<file path="config.mk">
export PLATFORM = sky130hd
export DESIGN_NAME = lcd_responder
export DESIGN_NICKNAME = d
export VERILOG_FILES = /design/src/rtl/lcd_pkg.sv /design/src/rtl/lcd_ac_step.sv /design/src/rtl/lcd_responder.sv
export SDC_FILE = /design/constraint.sdc
export NUM_CORES = 1
export LEC_CHECK = 0
export ABC_AREA = 0
export CORE_MARGIN = 2
export CORE_UTILIZATION = 57
export DETAILED_ROUTE_END_ITERATION = 7
export GPL_TIMING_DRIVEN = 1
export PLACE_DENSITY = 0.85
export SLEW_MARGIN = 15
export SYNTH_ARGS = -nofsm -noshare
export SYNTH_HDL_FRONTEND = slang
export SYNTH_HIERARCHICAL = 1
export SYNTH_SLANG_ARGS = --single-unit
</file>
<file path="constraint.sdc">
create_clock -name iCLK -period 11.5 [get_ports iCLK]
set_clock_uncertainty 0.05 [all_clocks]
set_input_delay 2.3 -clock iCLK [delete_from_list [all_inputs] [get_ports iCLK]]
set_output_delay 2.3 -clock iCLK [all_outputs]
set_load 0.005 [all_outputs]
</file>
<file path="src/rtl/lcd_pkg.sv">
// Shared constants, opcode masks and DDRAM address mapping for the LCD responder.
package lcd_pkg;

   // Instruction opcode masks; the highest set bit selects the instruction
   localparam logic [7:0] OP_CLEAR  = 8'h01;
   localparam logic [7:0] OP_HOME   = 8'h02;
   localparam logic [7:0] OP_ENTRY  = 8'h04;
   localparam logic [7:0] OP_DISP   = 8'h08;
   localparam logic [7:0] OP_SHIFT  = 8'h10;
   localparam logic [7:0] OP_FUNC   = 8'h20;
   localparam logic [7:0] OP_CGRAM  = 8'h40;
   localparam logic [7:0] OP_DDRAM  = 8'h80;

   localparam logic [7:0]  SPACE       = 8'h20;
   localparam logic [6:0]  LINE2_BASE  = 7'h40;
   localparam int unsigned LINE_LEN    = 16;
   localparam logic [6:0]  LINE_END    = 7'h27;
   localparam logic [6:0]  LINE2_END   = 7'h67;
   localparam int unsigned DDRAM_DEPTH = 2 * LINE_LEN;

   typedef struct packed {
      logic       hit;
      logic [4:0] idx;
   } ddram_loc_t;

   // AC 0x00-0x0F -> 0-15, 0x40-0x4F -> 16-31; everything else has no storage
   function automatic ddram_loc_t ddram_map(input logic [6:0] ac);
      ddram_loc_t loc;
      loc.hit = (ac[5:4] == 2'b00);
      loc.idx = {ac[6], ac[3:0]};
      return loc;
   endfunction

endpackage

</file>
<file path="src/rtl/lcd_ac_step.sv">
// Next address-counter value with the two-line wrap rules.
module lcd_ac_step
   import lcd_pkg::*;
(
   input  logic [6:0] ac_i,
   input  logic       inc_i,
   output logic [6:0] ac_next_o
);

   logic in_range;

   // Wrap at line ends; out-of-range addresses snap to the wrap target
   always_comb begin
      ac_next_o = ac_i;
      if (inc_i) begin
         in_range = (ac_i < LINE_END) || ((ac_i >= LINE2_BASE) && (ac_i < LINE2_END));
         if (ac_i == LINE_END)       ac_next_o = LINE2_BASE;
         else if (ac_i == LINE2_END) ac_next_o = 7'h00;
         else if (in_range)          ac_next_o = 7'(ac_i + 7'd1);
         else                        ac_next_o = 7'h00;
      end else begin
         in_range = ((ac_i > 7'h00) && (ac_i <= LINE_END)) ||
                    ((ac_i > LINE2_BASE) && (ac_i <= LINE2_END));
         if (ac_i == LINE2_BASE)     ac_next_o = LINE_END;
         else if (ac_i == 7'h00)     ac_next_o = LINE2_END;
         else if (in_range)          ac_next_o = 7'(ac_i - 7'd1);
         else                        ac_next_o = LINE2_END;
      end
   end

endmodule

</file>
<file path="src/rtl/lcd_responder.sv">
// HD44780-style bus responder: decodes LCD bus accesses into a 2x16 DDRAM image.
module lcd_responder
   import lcd_pkg::*;
#(
   parameter int unsigned BUSY_CYCLES  = 2000,
   parameter int unsigned CLEAR_CYCLES = 82000
) (
   input  logic       iCLK,
   input  logic       iRST,
   input  logic [7:0] LCD_DATA,
   input  logic       LCD_RW,
   input  logic       LCD_EN,
   input  logic       LCD_RS,
   output logic [7:0] oLCD_DQ,
   output logic       oLCD_DQ_OE,
   input  logic [4:0] iRD_ADDR,
   output logic [7:0] oRD_CHAR,
   output logic [6:0] oAC,
   output logic       oDISP_ON,
   output logic       oBUSY,
   output logic       oDROP
);

   localparam int unsigned CW = $clog2(CLEAR_CYCLES + 1);

   logic [1:0]    en_sync_q, rs_sync_q, rw_sync_q;
   logic [7:0]    data_s1_q, data_s2_q;
   logic          en_d3_q;
   logic          en_s, rs_s, rw_s, strobe_c;

   logic [6:0]    ac_q, ac_d, ac_next_c;
   logic          id_q, id_d, sel_q, sel_d, disp_q, disp_d;
   logic          busy_q, drop_q, drop_d;
   logic [CW-1:0] cnt_q;
   logic          start_c, long_c, wr_c, clr_c, step_inc_c;
   logic [7:0]    dq_q;
   logic          dq_oe_q;
   logic [7:0]    ddram_q [DDRAM_DEPTH];
   logic          fill_q;
   logic [4:0]    fill_idx_q;
   logic [7:0]    rd_char_q, ac_char_c;
   ddram_loc_t    ac_loc_c;

   // Two-flop synchronizer plus one extra EN stage for falling-edge detect
   always_ff @(posedge iCLK or posedge iRST) begin
      if (iRST) begin
         en_sync_q <= '0;
         rs_sync_q <= '0;
         rw_sync_q <= '0;
         data_s1_q <= '0;
         data_s2_q <= '0;
         en_d3_q   <= 1'b0;
      end else begin
         en_sync_q <= {en_sync_q[0], LCD_EN};
         rs_sync_q <= {rs_sync_q[0], LCD_RS};
         rw_sync_q <= {rw_sync_q[0], LCD_RW};
         data_s1_q <= LCD_DATA;
         data_s2_q <= data_s1_q;
         en_d3_q   <= en_sync_q[1];
      end
   end

   assign en_s     = en_sync_q[1];
   assign rs_s     = rs_sync_q[1];
   assign rw_s     = rw_sync_q[1];
   assign strobe_c = en_d3_q & ~en_s;

   // Data/read paths step per I/D; the cursor-shift instruction supplies its own direction
   assign step_inc_c = rs_s ? id_q : data_s2_q[2];

   lcd_ac_step u_ac_step (
      .ac_i      (ac_q),
      .inc_i     (step_inc_c),
      .ac_next_o (ac_next_c)
   );

   assign ac_loc_c  = ddram_map(ac_q);
   assign ac_char_c = ac_loc_c.hit ? ddram_q[ac_loc_c.idx] : SPACE;

   // Access decode: reads always act, writes are dropped while busy
   always_comb begin
      ac_d    = ac_q;
      id_d    = id_q;
      sel_d   = sel_q;
      disp_d  = disp_q;
      drop_d  = 1'b0;
      start_c = 1'b0;
      long_c  = 1'b0;
      wr_c    = 1'b0;
      clr_c   = 1'b0;
      if (strobe_c) begin
         if (rw_s) begin
            if (rs_s) ac_d = ac_next_c;
         end else if (busy_q) begin
            drop_d = 1'b1;
         end else begin
            start_c = 1'b1;
            if (rs_s) begin
               wr_c = sel_q & ac_loc_c.hit;
               ac_d = ac_next_c;
            end else if ((data_s2_q & OP_DDRAM) != 8'h00) begin
               ac_d  = data_s2_q[6:0];
               sel_d = 1'b1;
            end else if ((data_s2_q & OP_CGRAM) != 8'h00) begin
               sel_d = 1'b0;
            end else if ((data_s2_q & OP_FUNC) != 8'h00) begin
               // function set only costs busy time
            end else if ((data_s2_q & OP_SHIFT) != 8'h00) begin
               if (!data_s2_q[3]) ac_d = ac_next_c;
            end else if ((data_s2_q & OP_DISP) != 8'h00) begin
               // cursor/blink bits do not affect the image
               disp_d = data_s2_q[2];
            end else if ((data_s2_q & OP_ENTRY) != 8'h00) begin
               id_d = data_s2_q[1];
            end else if ((data_s2_q & OP_HOME) != 8'h00) begin
               ac_d   = 7'h00;
               long_c = 1'b1;
            end else if ((data_s2_q & OP_CLEAR) != 8'h00) begin
               ac_d   = 7'h00;
               id_d   = 1'b1;
               clr_c  = 1'b1;
               long_c = 1'b1;
            end
         end
      end
   end

   // Control registers, busy timer and registered read-back bus
   always_ff @(posedge iCLK or posedge iRST) begin
      if (iRST) begin
         ac_q    <= 7'h00;
         id_q    <= 1'b1;
         sel_q   <= 1'b1;
         disp_q  <= 1'b0;
         drop_q  <= 1'b0;
         busy_q  <= 1'b0;
         cnt_q   <= '0;
         dq_q    <= 8'h00;
         dq_oe_q <= 1'b0;
      end else begin
         ac_q   <= ac_d;
         id_q   <= id_d;
         sel_q  <= sel_d;
         disp_q <= disp_d;
         drop_q <= drop_d;
         if (start_c) begin
            busy_q <= 1'b1;
            cnt_q  <= long_c ? CW'(CLEAR_CYCLES - 1) : CW'(BUSY_CYCLES - 1);
         end else if (busy_q) begin
            if (cnt_q == '0) busy_q <= 1'b0;
            else             cnt_q  <= CW'(cnt_q - CW'(1));
         end
         dq_oe_q <= en_s & rw_s;
         if (en_s & rw_s) dq_q <= rs_s ? ac_char_c : {busy_q, ac_q};
         else             dq_q <= 8'h00;
      end
   end

   // DDRAM image: data writes, one-entry-per-cycle clear fill, mirror read port
   always_ff @(posedge iCLK or posedge iRST) begin
      if (iRST) begin
         for (int unsigned i = 0; i < DDRAM_DEPTH; i++) ddram_q[i] <= SPACE;
         fill_q     <= 1'b0;
         fill_idx_q <= 5'd0;
         rd_char_q  <= SPACE;
      end else begin
         if (clr_c) begin
            ddram_q[0] <= SPACE;
            fill_q     <= 1'b1;
            fill_idx_q <= 5'd1;
         end else if (fill_q) begin
            ddram_q[fill_idx_q] <= SPACE;
            fill_idx_q          <= 5'(fill_idx_q + 5'd1);
            if (fill_idx_q == 5'd31) fill_q <= 1'b0;
         end
         if (wr_c) ddram_q[ac_loc_c.idx] <= data_s2_q;
         rd_char_q <= ddram_q[iRD_ADDR];
      end
   end

   assign oAC        = ac_q;
   assign oDISP_ON   = disp_q;
   assign oBUSY      = busy_q;
   assign oDROP      = drop_q;
   assign oLCD_DQ    = dq_q;
   assign oLCD_DQ_OE = dq_oe_q;
   assign oRD_CHAR   = rd_char_q;

endmodule

</file>
==> summary.md <==
| Metric | Value |
|---|---|
| Worst Hold End | data_s2_q[3] |
| Drc violations | 0 |
| Vias per cell | approximately 7.7 |
| Fmax achieved | approximately 0.23 GHz |
| Clk buf depth | 3 |
| Met1 Wirelength | roughly 20000 um |
| FF-to-FF End | ddram_q[68] |
| Ys async rst share | 100% |
| Min Tclk post-route | between 4000 and 5000 ps |
| Global-route wire length before repair | between 80000 and 90000 um |
| Internal Pwr Total | 2290 uW |
| Initial antenna violation count | 2 |
| Metal2 WL | ~25000 um |
| Input/output buffers | 44 |
| Number of global-route vias before repair | between 10000 and 15000 |
| Pre-antenna DRT Iters | 6 |
| Yosys warning count | 6 |
| CP arrival | 4730 ps |
| Slew HR | between 10 and 15% |
| Worst hold slack | just under 300 ps |
| Routability cong. | 0.976 |
| TNS Setup | 0 ps |
| Crit end category | register |
| Core area | between 0.03 and 0.04 mm2 |
| Max incr delay on CP | 1090 ps |
| Sequential share of power | between 30% and 40% |
| Starting Density | around 58% |
| Slew of the pin with the lowest slew margin | approximately 1300 ps |
| Met3 WL post-DR | approximately 7700 um |
| Final WS setup | around 7000 ps |
| Detailed-route wire length | between 50000 and 60000 um |
| Total track usage | 35.1% |
| Mean post-synth cell area | approximately 13 um2 |
| Multi-input gate area | 0.00859 mm2 |
| Hold path cells | 0 |
| Pins Over Slew Limit | 0 |
| RSZ-0062 raised after global routing | no |
| CTS Hold Bufs | 0 |
| Max IR drop VDD | approximately 170 uV |
| Layout Nets | 1416 |
| Setup bufs post-CTS | 0 |
| Yosys cell types | slightly below 70 |
| Share of layout cells above drive strength 1 | between 10% and 20% |
| Top Ports | 45 |
| Die ar. | 0.0323 mm2 |
| Net Count, Synth | roughly 1400 |
| R2r setup slk | slightly above 7000 ps |
| Row count | 64 |
| Most common cell after layout, fill and taps aside | dfrtp_1 |
| Hold WC Path Type | reg -> reg |
| CTS tree | yes |
| Die Y-Extent | about 180 um |
| DP HPWL | ~36000 um |
| Final ANT Viol Nets | 0 |
| Sequential area share after synthesis | between 40% and 50% |
| Crit path required time | approximately 12000 ps |
| Status | completed |
| Worst path top cell family by delay | simple AND/OR/NAND/NOR gates |
| Via Count | 13876 |
| Gate power share | 23.6% |
| Syn Inst Count | 1402 |
| Top FF cell, synth | dfrtp_1 |
| Worst min-delay path startpoint | data_s1_q[3] |
| CTS resizes | 0 |
| CP max-delay cell | nor2_1 |
| Cells on worst reg2reg path | 5 |
| Power per standard cell area | 171 mW/mm2 |
| Die X | approximately 180 um |
| EDFF count, synth | 0 |
| Cells along the critical path | buf_4 -> nand3_1 -> nor2_1 -> a31oi_4 -> a22o_1 |
| Routed length per instance | 31.5 um |
| Leakage power | ~0.0084 uW |
| Type of origin of the critical path | register |
| Worst-path clk slew | ~60 ps |
| Clk_lat worst skew | between 500 and 600 ps |
| H-Tree Depth | 2 |
| GRT overflow | 0 |
| Fill cells | between 2000 and 2500 |
| Top Metal Used | met5 |
| Worst slack, placed | ~6700 ps |
| Worst r2r src | oAC[0] |
| Crit path max fanout | 63 |
| Final hold vios | 0 |
| Critical path class | reg -> reg |
| Switch share | approximately a third |
| Max cap viols | 0 |
| Pin count of the biggest net entering global routing | 196 |
| Reg area | roughly 0.0083 mm2 |
| Num CTS Buffers | 35 |
| Mapped Area | ~0.018 mm2 |
| Psw | ~1000 uW |
| Clock share of power | 36.5% |
| Synth Register Bits | between 300 and 400 |
| Crit share post-route | between 30% and 40% |
| Drt initial violations | around 2100 |
| Most frequent cells in the layout | dfrtp_1, a22o_1, mux2i_1 |
| Setup-failing EPs final | 0 |
| CP Buf/Inv Count | 1 |
| Synthesis-to-finish area growth | 10.6% |
| CTS Root Cell | clkbuf_16 |
| Clock sink total | 331 |
## flip-flops by register name, indices dropped and copies added (netlist names), 2 cells and up
register,count
rs_sync_q,2
oLCD_DQ,8
ddram_q,256
data_s1_q,8
en_sync_q,2
fill_idx_q,5
oRD_CHAR,8
data_s2_q,8
rw_sync_q,2
cnt_q,17
oAC,7
## worst register-to-register path: stages (launching register included)
cell,delay (ps)
dfrtp_4,760
buf_4,920
nand3_1,980
nor2_1,1090
a31oi_4,170
a22o_1,290
## cell usage after synthesis, types with 10 or more instances
library cell,instances,area (um2)
dfrtp_1,296,7410
o22ai_1,61,382
nor3_2,11,110
clkbuf_1,83,312
a22oi_1,32,240
buf_1,26,97.6
mux4_2,70,1580
nand2_1,27,101
dfstp_2,35,920
nor3_1,20,100
o21ai_0,13,65.1
inv_1,49,184
mux2i_1,155,1550
a21oi_1,13,65.1
nor4_1,19,119
xor2_1,10,87.6
nor2_1,42,158
a31oi_4,30,638
a22o_1,246,2150
## logic make-up after synthesis
family	after synthesis	synth area share, %
compound gates	431	21.8
flops	331	47.3
mux	233	18.3
simple gates	213	7.31
buf+inv	172	4.06
xor+xnor	13	0.646
fa+ha+maj	9	0.639
## final cells by class
type | instances | share of cell area [%]
repair buffers | 73 | 3.38
well taps | 396 | 2.54
multi-input cells | 899 | 44.1
diodes | 2 | 0.0257
clock inverters | 16 | 1.21
flip-flops and latches | 331 | 42.8
clock buffers | 44 | 5.03
inverters | 49 | 0.982
## metrics by stage
stage / std cells / utilization [%] / instance area, um2 / total power [uW]
after global placement: 1748 / 59.9 / 18300 / 2080
after floorplan: 1402 / - / 17600 / 1890
after CTS: 1808 / 63.8 / 19500 / 3310
after global routing: 1809 / 63.9 / 19500 / 3430
final: 1810 / 63.9 / 19500 / 3340
after detailed placement: 1748 / 59.9 / 18300 / 2100
## power groups by stage
| stage | Sequential [uW] | Combinational (uW) | Clock [uW] |
|---|---|---|---|
| after floorplan | 1310 | 579 | 0 |
| after global placement | 1340 | 733 | 0 |
| after detailed placement | 1350 | 755 | 0 |
| after CTS | 1330 | 764 | 1220 |
| after global routing | 1340 | 821 | 1270 |
| final | 1330 | 787 | 1220 |
## how the worst max path moves through the flow
stage                start          end  cells after the start
3_5_place_dp   iRD_ADDR[0]  oRD_CHAR[6]                      6
4_1_cts             oAC[5]       oAC[5]                      1
6_report            oAC[0]  ddram_q[68]                      5
3_3_place_gp   iRD_ADDR[0]  oRD_CHAR[3]                      6
5_1_grt        iRD_ADDR[0]  oRD_CHAR[6]                      6
2_1_floorplan         iRST     cnt_q[0]                      1
## metal layers
metal	global-route usage (%)	vias up
met5	0	-
li1	-	5502
met4	19.1	2
met2	51.8	1164
met3	11.1	315
met1	46.5	6893
Power figures use the tool's default switching activity.
